**config.mk**
```make
export PLATFORM = sky130hd
export DESIGN_NAME = uart_tx_cfg
export DESIGN_NICKNAME = d
export VERILOG_FILES = /design/src/rtl/uart_tx_cfg.sv
export SDC_FILE = /design/constraint.sdc
export NUM_CORES = 1
export LEC_CHECK = 0
export ABC_AREA = 0
export ABC_CLOCK_PERIOD_IN_PS = 6500
export BUFFER_PORTS_ARGS = -buffer_cell sky130_fd_sc_hd__buf_2
export CAP_MARGIN = 20
export CORE_ASPECT_RATIO = 1.75
export CORE_UTILIZATION = 40
export CTS_CLUSTER_SIZE = 20
export DETAILED_ROUTE_END_ITERATION = 12
export GPL_ROUTABILITY_DRIVEN = 0
export GPL_TIMING_DRIVEN = 0
export HOLD_SLACK_MARGIN = 0.08
export PLACE_DENSITY = 0.64
export SLEW_MARGIN = 20
export SYNTH_ARGS = -nofsm -noshare
export SYNTH_HDL_FRONTEND = slang
export SYNTH_SLANG_ARGS = --single-unit
```
**constraint.sdc**
```tcl
create_clock -name i_clk -period 6.5 [get_ports i_clk]
set_input_delay 0.65 -clock i_clk [delete_from_list [all_inputs] [get_ports i_clk]]
set_output_delay 0.65 -clock i_clk [all_outputs]
set_load 0.1 [all_outputs]
```
**src/rtl/uart_tx_cfg.sv**
```systemverilog
// uart_tx_cfg: UART transmitter with elaboration-time frame format.
// i_valid/o_ready/i_data feed a TX FIFO; o_tx, o_busy, o_fifo_count out.
module uart_tx_cfg #(
  parameter int CLK_FREQ   = 25_000_000,
  parameter int BAUD_RATE  = 115_200,
  parameter int DATA_BITS  = 8,
  parameter int PARITY     = 0,
  parameter int STOP_BITS  = 1,
  parameter int FIFO_DEPTH = 4
) (
  input  logic                          i_clk,
  input  logic                          i_reset_n,
  input  logic                          i_valid,
  output logic                          o_ready,
  input  logic [DATA_BITS-1:0]          i_data,
  output logic                          o_tx,
  output logic                          o_busy,
  output logic [$clog2(FIFO_DEPTH):0]   o_fifo_count
);

  localparam int CLKS_PER_BIT =
    (BAUD_RATE > 0) ? CLK_FREQ / BAUD_RATE : 0;

  localparam int TW =
    (CLKS_PER_BIT < 2) ? 1 : $clog2(CLKS_PER_BIT);

  localparam int AW =
    (FIFO_DEPTH < 2) ? 1 : $clog2(FIFO_DEPTH);

  localparam int CW = $clog2(FIFO_DEPTH) + 1;

  localparam int BW =
    (DATA_BITS < 5) ? 3 : $clog2(DATA_BITS);

  localparam bit PARAM_OK =
    (DATA_BITS >= 5) && (DATA_BITS <= 9) &&
    (PARITY >= 0) && (PARITY <= 2) &&
    ((STOP_BITS == 1) || (STOP_BITS == 2)) &&
    (FIFO_DEPTH >= 2) &&
    ((FIFO_DEPTH & (FIFO_DEPTH - 1)) == 0) &&
    (BAUD_RATE > 0) &&
    (CLKS_PER_BIT >= 2);

  if (!PARAM_OK) begin : g_bad_param
    $error("uart_tx_cfg: illegal parameter set");
  end

  typedef enum logic [2:0] {
    S_IDLE,
    S_START,
    S_DATA,
    S_PAR,
    S_STOP
  } state_e;

  // FIFO storage and bookkeeping
  logic [DATA_BITS-1:0] mem_q [FIFO_DEPTH];
  logic [DATA_BITS-1:0] mem_d [FIFO_DEPTH];
  logic [AW-1:0]        wr_ptr_q, wr_ptr_d;
  logic [AW-1:0]        rd_ptr_q, rd_ptr_d;
  logic [CW-1:0]        count_q, count_d;

  // Serialiser
  state_e               state_q, state_d;
  logic [TW-1:0]        timer_q, timer_d;
  logic [BW-1:0]        bit_q, bit_d;
  logic [DATA_BITS-1:0] shift_q, shift_d;
  logic                 par_q, par_d;
  logic                 tx_q, tx_d;

  logic                 push;
  logic                 pop;
  logic                 tick;
  logic                 have_word;
  logic [DATA_BITS-1:0] head;

  assign o_ready      = count_q < CW'(FIFO_DEPTH);
  assign push         = i_valid && o_ready;
  assign have_word    = count_q != '0;
  assign head         = mem_q[rd_ptr_q];
  assign tick         = timer_q == TW'(CLKS_PER_BIT - 1);
  assign o_tx         = tx_q;
  assign o_fifo_count = count_q;
  assign o_busy       = have_word || (state_q != S_IDLE);

  always_comb begin
    mem_d    = mem_q;
    wr_ptr_d = wr_ptr_q;
    rd_ptr_d = rd_ptr_q;
    count_d  = count_q;
    if (push) begin
      mem_d[wr_ptr_q] = i_data;
      wr_ptr_d        = wr_ptr_q + AW'(1);
    end
    if (pop) begin
      rd_ptr_d = rd_ptr_q + AW'(1);
    end
    case ({push, pop})
      2'b10:   count_d = count_q + CW'(1);
      2'b01:   count_d = count_q - CW'(1);
      default: count_d = count_q;
    endcase
  end

  // Next-state logic. Every state change except IDLE->START
  // happens on a tick, where the timer wraps to zero anyway;
  // IDLE holds the timer at zero, so each state starts fresh.
  always_comb begin
    state_d = state_q;
    timer_d = tick ? '0 : timer_q + TW'(1);
    bit_d   = bit_q;
    shift_d = shift_q;
    par_d   = par_q;
    pop     = 1'b0;

    unique case (state_q)
      S_IDLE: begin
        timer_d = '0;
        if (have_word) begin
          pop     = 1'b1;
          shift_d = head;
          par_d   = (^head) ^ (PARITY == 2);
          state_d = S_START;
        end
      end
      S_START: begin
        if (tick) begin
          state_d = S_DATA;
          bit_d   = '0;
        end
      end
      S_DATA: begin
        if (tick) begin
          shift_d = shift_q >> 1;
          if (bit_q == BW'(DATA_BITS - 1)) begin
            bit_d   = '0;
            state_d = (PARITY != 0) ? S_PAR : S_STOP;
          end else begin
            bit_d = bit_q + BW'(1);
          end
        end
      end
      S_PAR: begin
        if (tick) begin
          state_d = S_STOP;
          bit_d   = '0;
        end
      end
      S_STOP: begin
        if (tick) begin
          if (bit_q == BW'(STOP_BITS - 1)) begin
            bit_d = '0;
            // Zero-gap chaining: load the next word straight
            // into a start bit when one is waiting.
            if (have_word) begin
              pop     = 1'b1;
              shift_d = head;
              par_d   = (^head) ^ (PARITY == 2);
              state_d = S_START;
            end else begin
              state_d = S_IDLE;
            end
          end else begin
            bit_d = bit_q + BW'(1);
          end
        end
      end
      default: begin
        state_d = S_IDLE;
        timer_d = '0;
      end
    endcase
  end

  // Line level follows the state being entered, so the
  // registered output lines up with the state register.
  always_comb begin
    tx_d = 1'b1;
    unique case (state_d)
      S_START: tx_d = 1'b0;
      S_DATA:  tx_d = shift_d[0];
      S_PAR:   tx_d = par_d;
      default: tx_d = 1'b1;
    endcase
  end

  always_ff @(posedge i_clk or negedge i_reset_n) begin
    if (!i_reset_n) begin
      mem_q    <= '{default: '0};
      wr_ptr_q <= '0;
      rd_ptr_q <= '0;
      count_q  <= '0;
      state_q  <= S_IDLE;
      timer_q  <= '0;
      bit_q    <= '0;
      shift_q  <= '0;
      par_q    <= 1'b0;
      tx_q     <= 1'b1;
    end else begin
      mem_q    <= mem_d;
      wr_ptr_q <= wr_ptr_d;
      rd_ptr_q <= rd_ptr_d;
      count_q  <= count_d;
      state_q  <= state_d;
      timer_q  <= timer_d;
      bit_q    <= bit_d;
      shift_q  <= shift_d;
      par_q    <= par_d;
      tx_q     <= tx_d;
    end
  end

endmodule

```
==> parameters.txt <==
Parameter                              Value

Clock tree
  H-tree levels    3
  Insertion delay of the later-clocked pin in the worst-skew pair    0.33 ns
  CTS sink cnt    63
  Total CTS buffers    9
  Number of buffers on the longest clock path    2
  Number of setup buffers added after CTS    0
  Clk pin slew, worst setup/hold paths    0.05 ns
  CTS root buf    sky130_fd_sc_hd__clkbuf_16
  CTS tree    done
  Count of cells resized by post-cts repair    0
  Hold Buf Count CTS    0

Finish
  Synth-to-Final Area Change    15.9%
  Share of final-layout standard cells stronger than drive strength 1    0.310
  Final antenna diode count    0
  Final design utilization    0.477
  Net count, final    288
  Filler instances    713

Synthesis
  Compound-cell area share of the yosys netlist    0.0720
  Top area cells in the synthesized netlist    sky130_fd_sc_hd__dfrtp_1, sky130_fd_sc_hd__mux2_2, sky130_fd_sc_hd__mux4_1
  Flip-flop cell with the highest count after synthesis    sky130_fd_sc_hd__dfrtp_1
  Simple-gate share of the synthesized area    0.108
  Synthesized net count    260
  Top cell type by total area after synthesis    sky130_fd_sc_hd__dfrtp_1
  Adder-cell share of the synthesized area    0.0466
  Total of flip-flops plus latches after synthesis    63
  Fraction of synthesized cell area taken by the top area cell type    0.499
  Cell Area, Synth    3110 um2
  Async S/R FF share, synth    1.00
  Number of enable-type register cells in the synthesized netlist    0
  Share of cell area taken by muxes after synthesis    0.182
  Post-synthesis average cell area    13.1 um2
  Combinational family with the most area after synthesis    multiplexers
  Syn. warnings    0
  Sequential-to-total area share from yosys stat    0.507
  Synthesized instance count    238
  Post-synthesis share of cell area spent on xor and xnor gates    0.0563
  Synth cell types    42

Worst setup path
  Cell with the most instances on the worst path    sky130_fd_sc_hd__inv_1
  Element type at the critical path end    flop
  Critical path type    flop to flop
  Largest fanout on the critical path    10
  Required arrival time at the worst endpoint    6.74 ns
  Launch point of the critical path    bit_q[0]
  RR Startpoint    bit_q[0]
  Crit path largest cell delay    0.40 ns
  Critical path data arrival time    2.89 ns
  Cells along the critical path    inv_1, ha_1, nand2b_1, o31ai_2, nand2_2, inv_1, buf_6, ha_1, inv_1, fa_1, xor2_1, nor2_1, xnor2_1
  Crit start category    flop
  Highest-delay cell along the critical path    sky130_fd_sc_hd__dfrtp_1

Power
  Maximum resistive drop on vdd    0.276 mV
  Leakage Power    0.00172 uW
  Power per Cell Area    511 nW/um2

Routing
  1st-pass router iterations    4
  Wirelength, routed    5580 um
  Routed length per instance    15.5 um
  First DRT Iteration DRCs    101
  Vias    1898
  Via density per instance    5.29
  DRC Markers    0
  Antenna viol nets, final    0

GRT
  Vias in the first global route    2055
  Maximum number of pins on one net before global-route repair    54
  Antenna violations before repair    0
  Total track usage    0.165
  First-pass GRT wire length    9680 um
  Grt total ovfl    0

STA
  Max-slew headroom    0.627
  Unrepaired setup endpoints after global routing    false
  Final total negative setup slack    0 ns
  Final setup viols    0
  Slack of the critical path    3.86 ns
  Hold slack    0.165 ns
  Worst-margin pin slew    0.556 ns
  Final worst path period need    2.64 ns
  Fin. Hold Viols    0
  Final period utilization    0.407
  F_max    0.378 GHz
  Worst clock skew on the final layout    0.00539 ns
  Max-slew violation count    0

Floorplan
  Die outline area    8150 um2
  Floorplan die width    68.7 um
  CORE AREA    7570 um2
  Starting utilization of the core area    0.411
  Vertical extent of the die    119 um
  Num ports    17
  Row count    42

Placed design
  Port Buf Inserts    16
  Placement Setup Slack    3.84 ns
  Post-DP HPWL    4020 um

Min path
  Worst hold path class    input pin to async pin

Job
  Max-cap violations    0

Outcome
  Result of the run    finished clean
==> report_power, final <==
group / total [uW] / switching (uW) / internal [uW]
Combinational: 743 / 375 / 368
Sequential: 668 / 102 / 566
Clock: 431 / 174 / 257
==> placed cells by master, fill, tap and decap left out, types with 2 or more instances in the layout <==
cell type	synthesis	layout
sky130_fd_sc_hd__buf_2	0	15
sky130_fd_sc_hd__dfrtp_1	62	62
sky130_fd_sc_hd__xnor2_1	15	15
sky130_fd_sc_hd__buf_6	2	2
sky130_fd_sc_hd__nand2_1	16	16
sky130_fd_sc_hd__nor2_1	15	15
sky130_fd_sc_hd__mux4_1	7	7
sky130_fd_sc_hd__and3_1	2	2
sky130_fd_sc_hd__o21ai_0	6	6
sky130_fd_sc_hd__a32o_1	2	2
sky130_fd_sc_hd__clkinv_4	0	2
sky130_fd_sc_hd__clkbuf_16	0	9
sky130_fd_sc_hd__xor2_1	5	5
sky130_fd_sc_hd__ha_1	10	10
sky130_fd_sc_hd__inv_1	13	13
sky130_fd_sc_hd__or2_2	3	3
sky130_fd_sc_hd__clkinvlp_4	0	3
sky130_fd_sc_hd__clkinv_2	0	2
sky130_fd_sc_hd__nor3_1	2	2
sky130_fd_sc_hd__nand2b_1	5	5
sky130_fd_sc_hd__a22o_1	6	6
sky130_fd_sc_hd__mux2_2	32	32
sky130_fd_sc_hd__buf_4	1	2
sky130_fd_sc_hd__nand2_2	2	2
sky130_fd_sc_hd__nand3_1	5	5
sky130_fd_sc_hd__a21o_1	6	6
==> metrics by stage <==
| stage | total power, uW | cell area (um2) | cells |
|---|---|---|---|
| after floorplan | 1280 | 3110 | 238 |
| after global placement | 1400 | 3300 | 342 |
| after detailed placement | 1430 | 3330 | 343 |
| after CTS | 1870 | 3610 | 359 |
| after global routing | 1970 | 3610 | 359 |
| final | 1840 | 3610 | 359 |
==> flip-flops by register name, indices dropped and copies added (netlist names) <==
name and count:
mem_q 32, shift_q 8, timer_q 8, bit_q 3, o_fifo_count 3, state_q 3, rd_ptr_q 2, wr_ptr_q 2
o_tx 1, par_q 1
==> worst paths after layout <==
path / end / slack (ns) / cells after the start
setup reg to reg: o_fifo_count[2] / 3.86 / 13
hold / removal: bit_q[0] / 0.17 / 1
hold reg to reg: shift_q[6] / 0.48 / 1
min in group i_clk: shift_q[6] / 0.48 / 1
max in group asynchronous: o_tx / 5.80 / 2
setup / recovery: o_fifo_count[2] / 3.86 / 13
==> per-layer routing <==
| layer | global-route usage | routed length, um |
|---|---|---|
| met4 | 0.0820 | 139 |
| met3 | 0.0569 | 149 |
| met5 | 0 | 0 |
| met2 | 0.279 | 3060 |
| met1 | 0.174 | 2230 |
==> synthesized netlist by cell type (2+ instances only) <==
master and count:
sky130_fd_sc_hd__a21o_1 6, sky130_fd_sc_hd__a22o_1 6, sky130_fd_sc_hd__a32o_1 2, sky130_fd_sc_hd__and3_1 2, sky130_fd_sc_hd__buf_6 2, sky130_fd_sc_hd__dfrtp_1 62, sky130_fd_sc_hd__ha_1 10, sky130_fd_sc_hd__inv_1 13
sky130_fd_sc_hd__mux2_2 32, sky130_fd_sc_hd__mux4_1 7, sky130_fd_sc_hd__nand2_1 16, sky130_fd_sc_hd__nand2_2 2, sky130_fd_sc_hd__nand2b_1 5, sky130_fd_sc_hd__nand3_1 5, sky130_fd_sc_hd__nor2_1 15, sky130_fd_sc_hd__nor3_1 2
sky130_fd_sc_hd__o21ai_0 6, sky130_fd_sc_hd__or2_2 3, sky130_fd_sc_hd__xnor2_1 15, sky130_fd_sc_hd__xor2_1 5
==> layout make-up <==
type                    count  area (um2)  area share
well taps                  88         110      0.0305
multi-input cells         157        1450       0.401
plain buffers               5        38.8      0.0108
clock inverters             7        50.0      0.0139
clock buffers               9         225      0.0624
inverters                  13        48.8      0.0135
repair buffers             17         110      0.0305
flip-flops and latches     63        1580       0.437
==> critical path, delay by kind of cell, from the launching register on <==
kind                     cells  cell delay, ns
flip-flops                   1            0.40
buffers and inverters        4            0.47
AO/OA/AOI/OAI                1            0.33
XOR/XNOR                     2            0.28
AND/OR/NAND/NOR              3            0.40
adder cells (fa/ha/maj)      3            0.70
==> kinds of logic (layout without fill, tap and decap cells) <==
family                   Yosys count  after routing
flip-flops                        63             63
AND/OR/NAND/NOR                   58             58
multiplexers                      40             40
AO/OA/AOI/OAI                     28             28
XOR/XNOR                          20             20
buffers and inverters             18             51
adder cells (fa/ha/maj)           11             11
No activity file was read; power rests on OpenSTA's default activity.
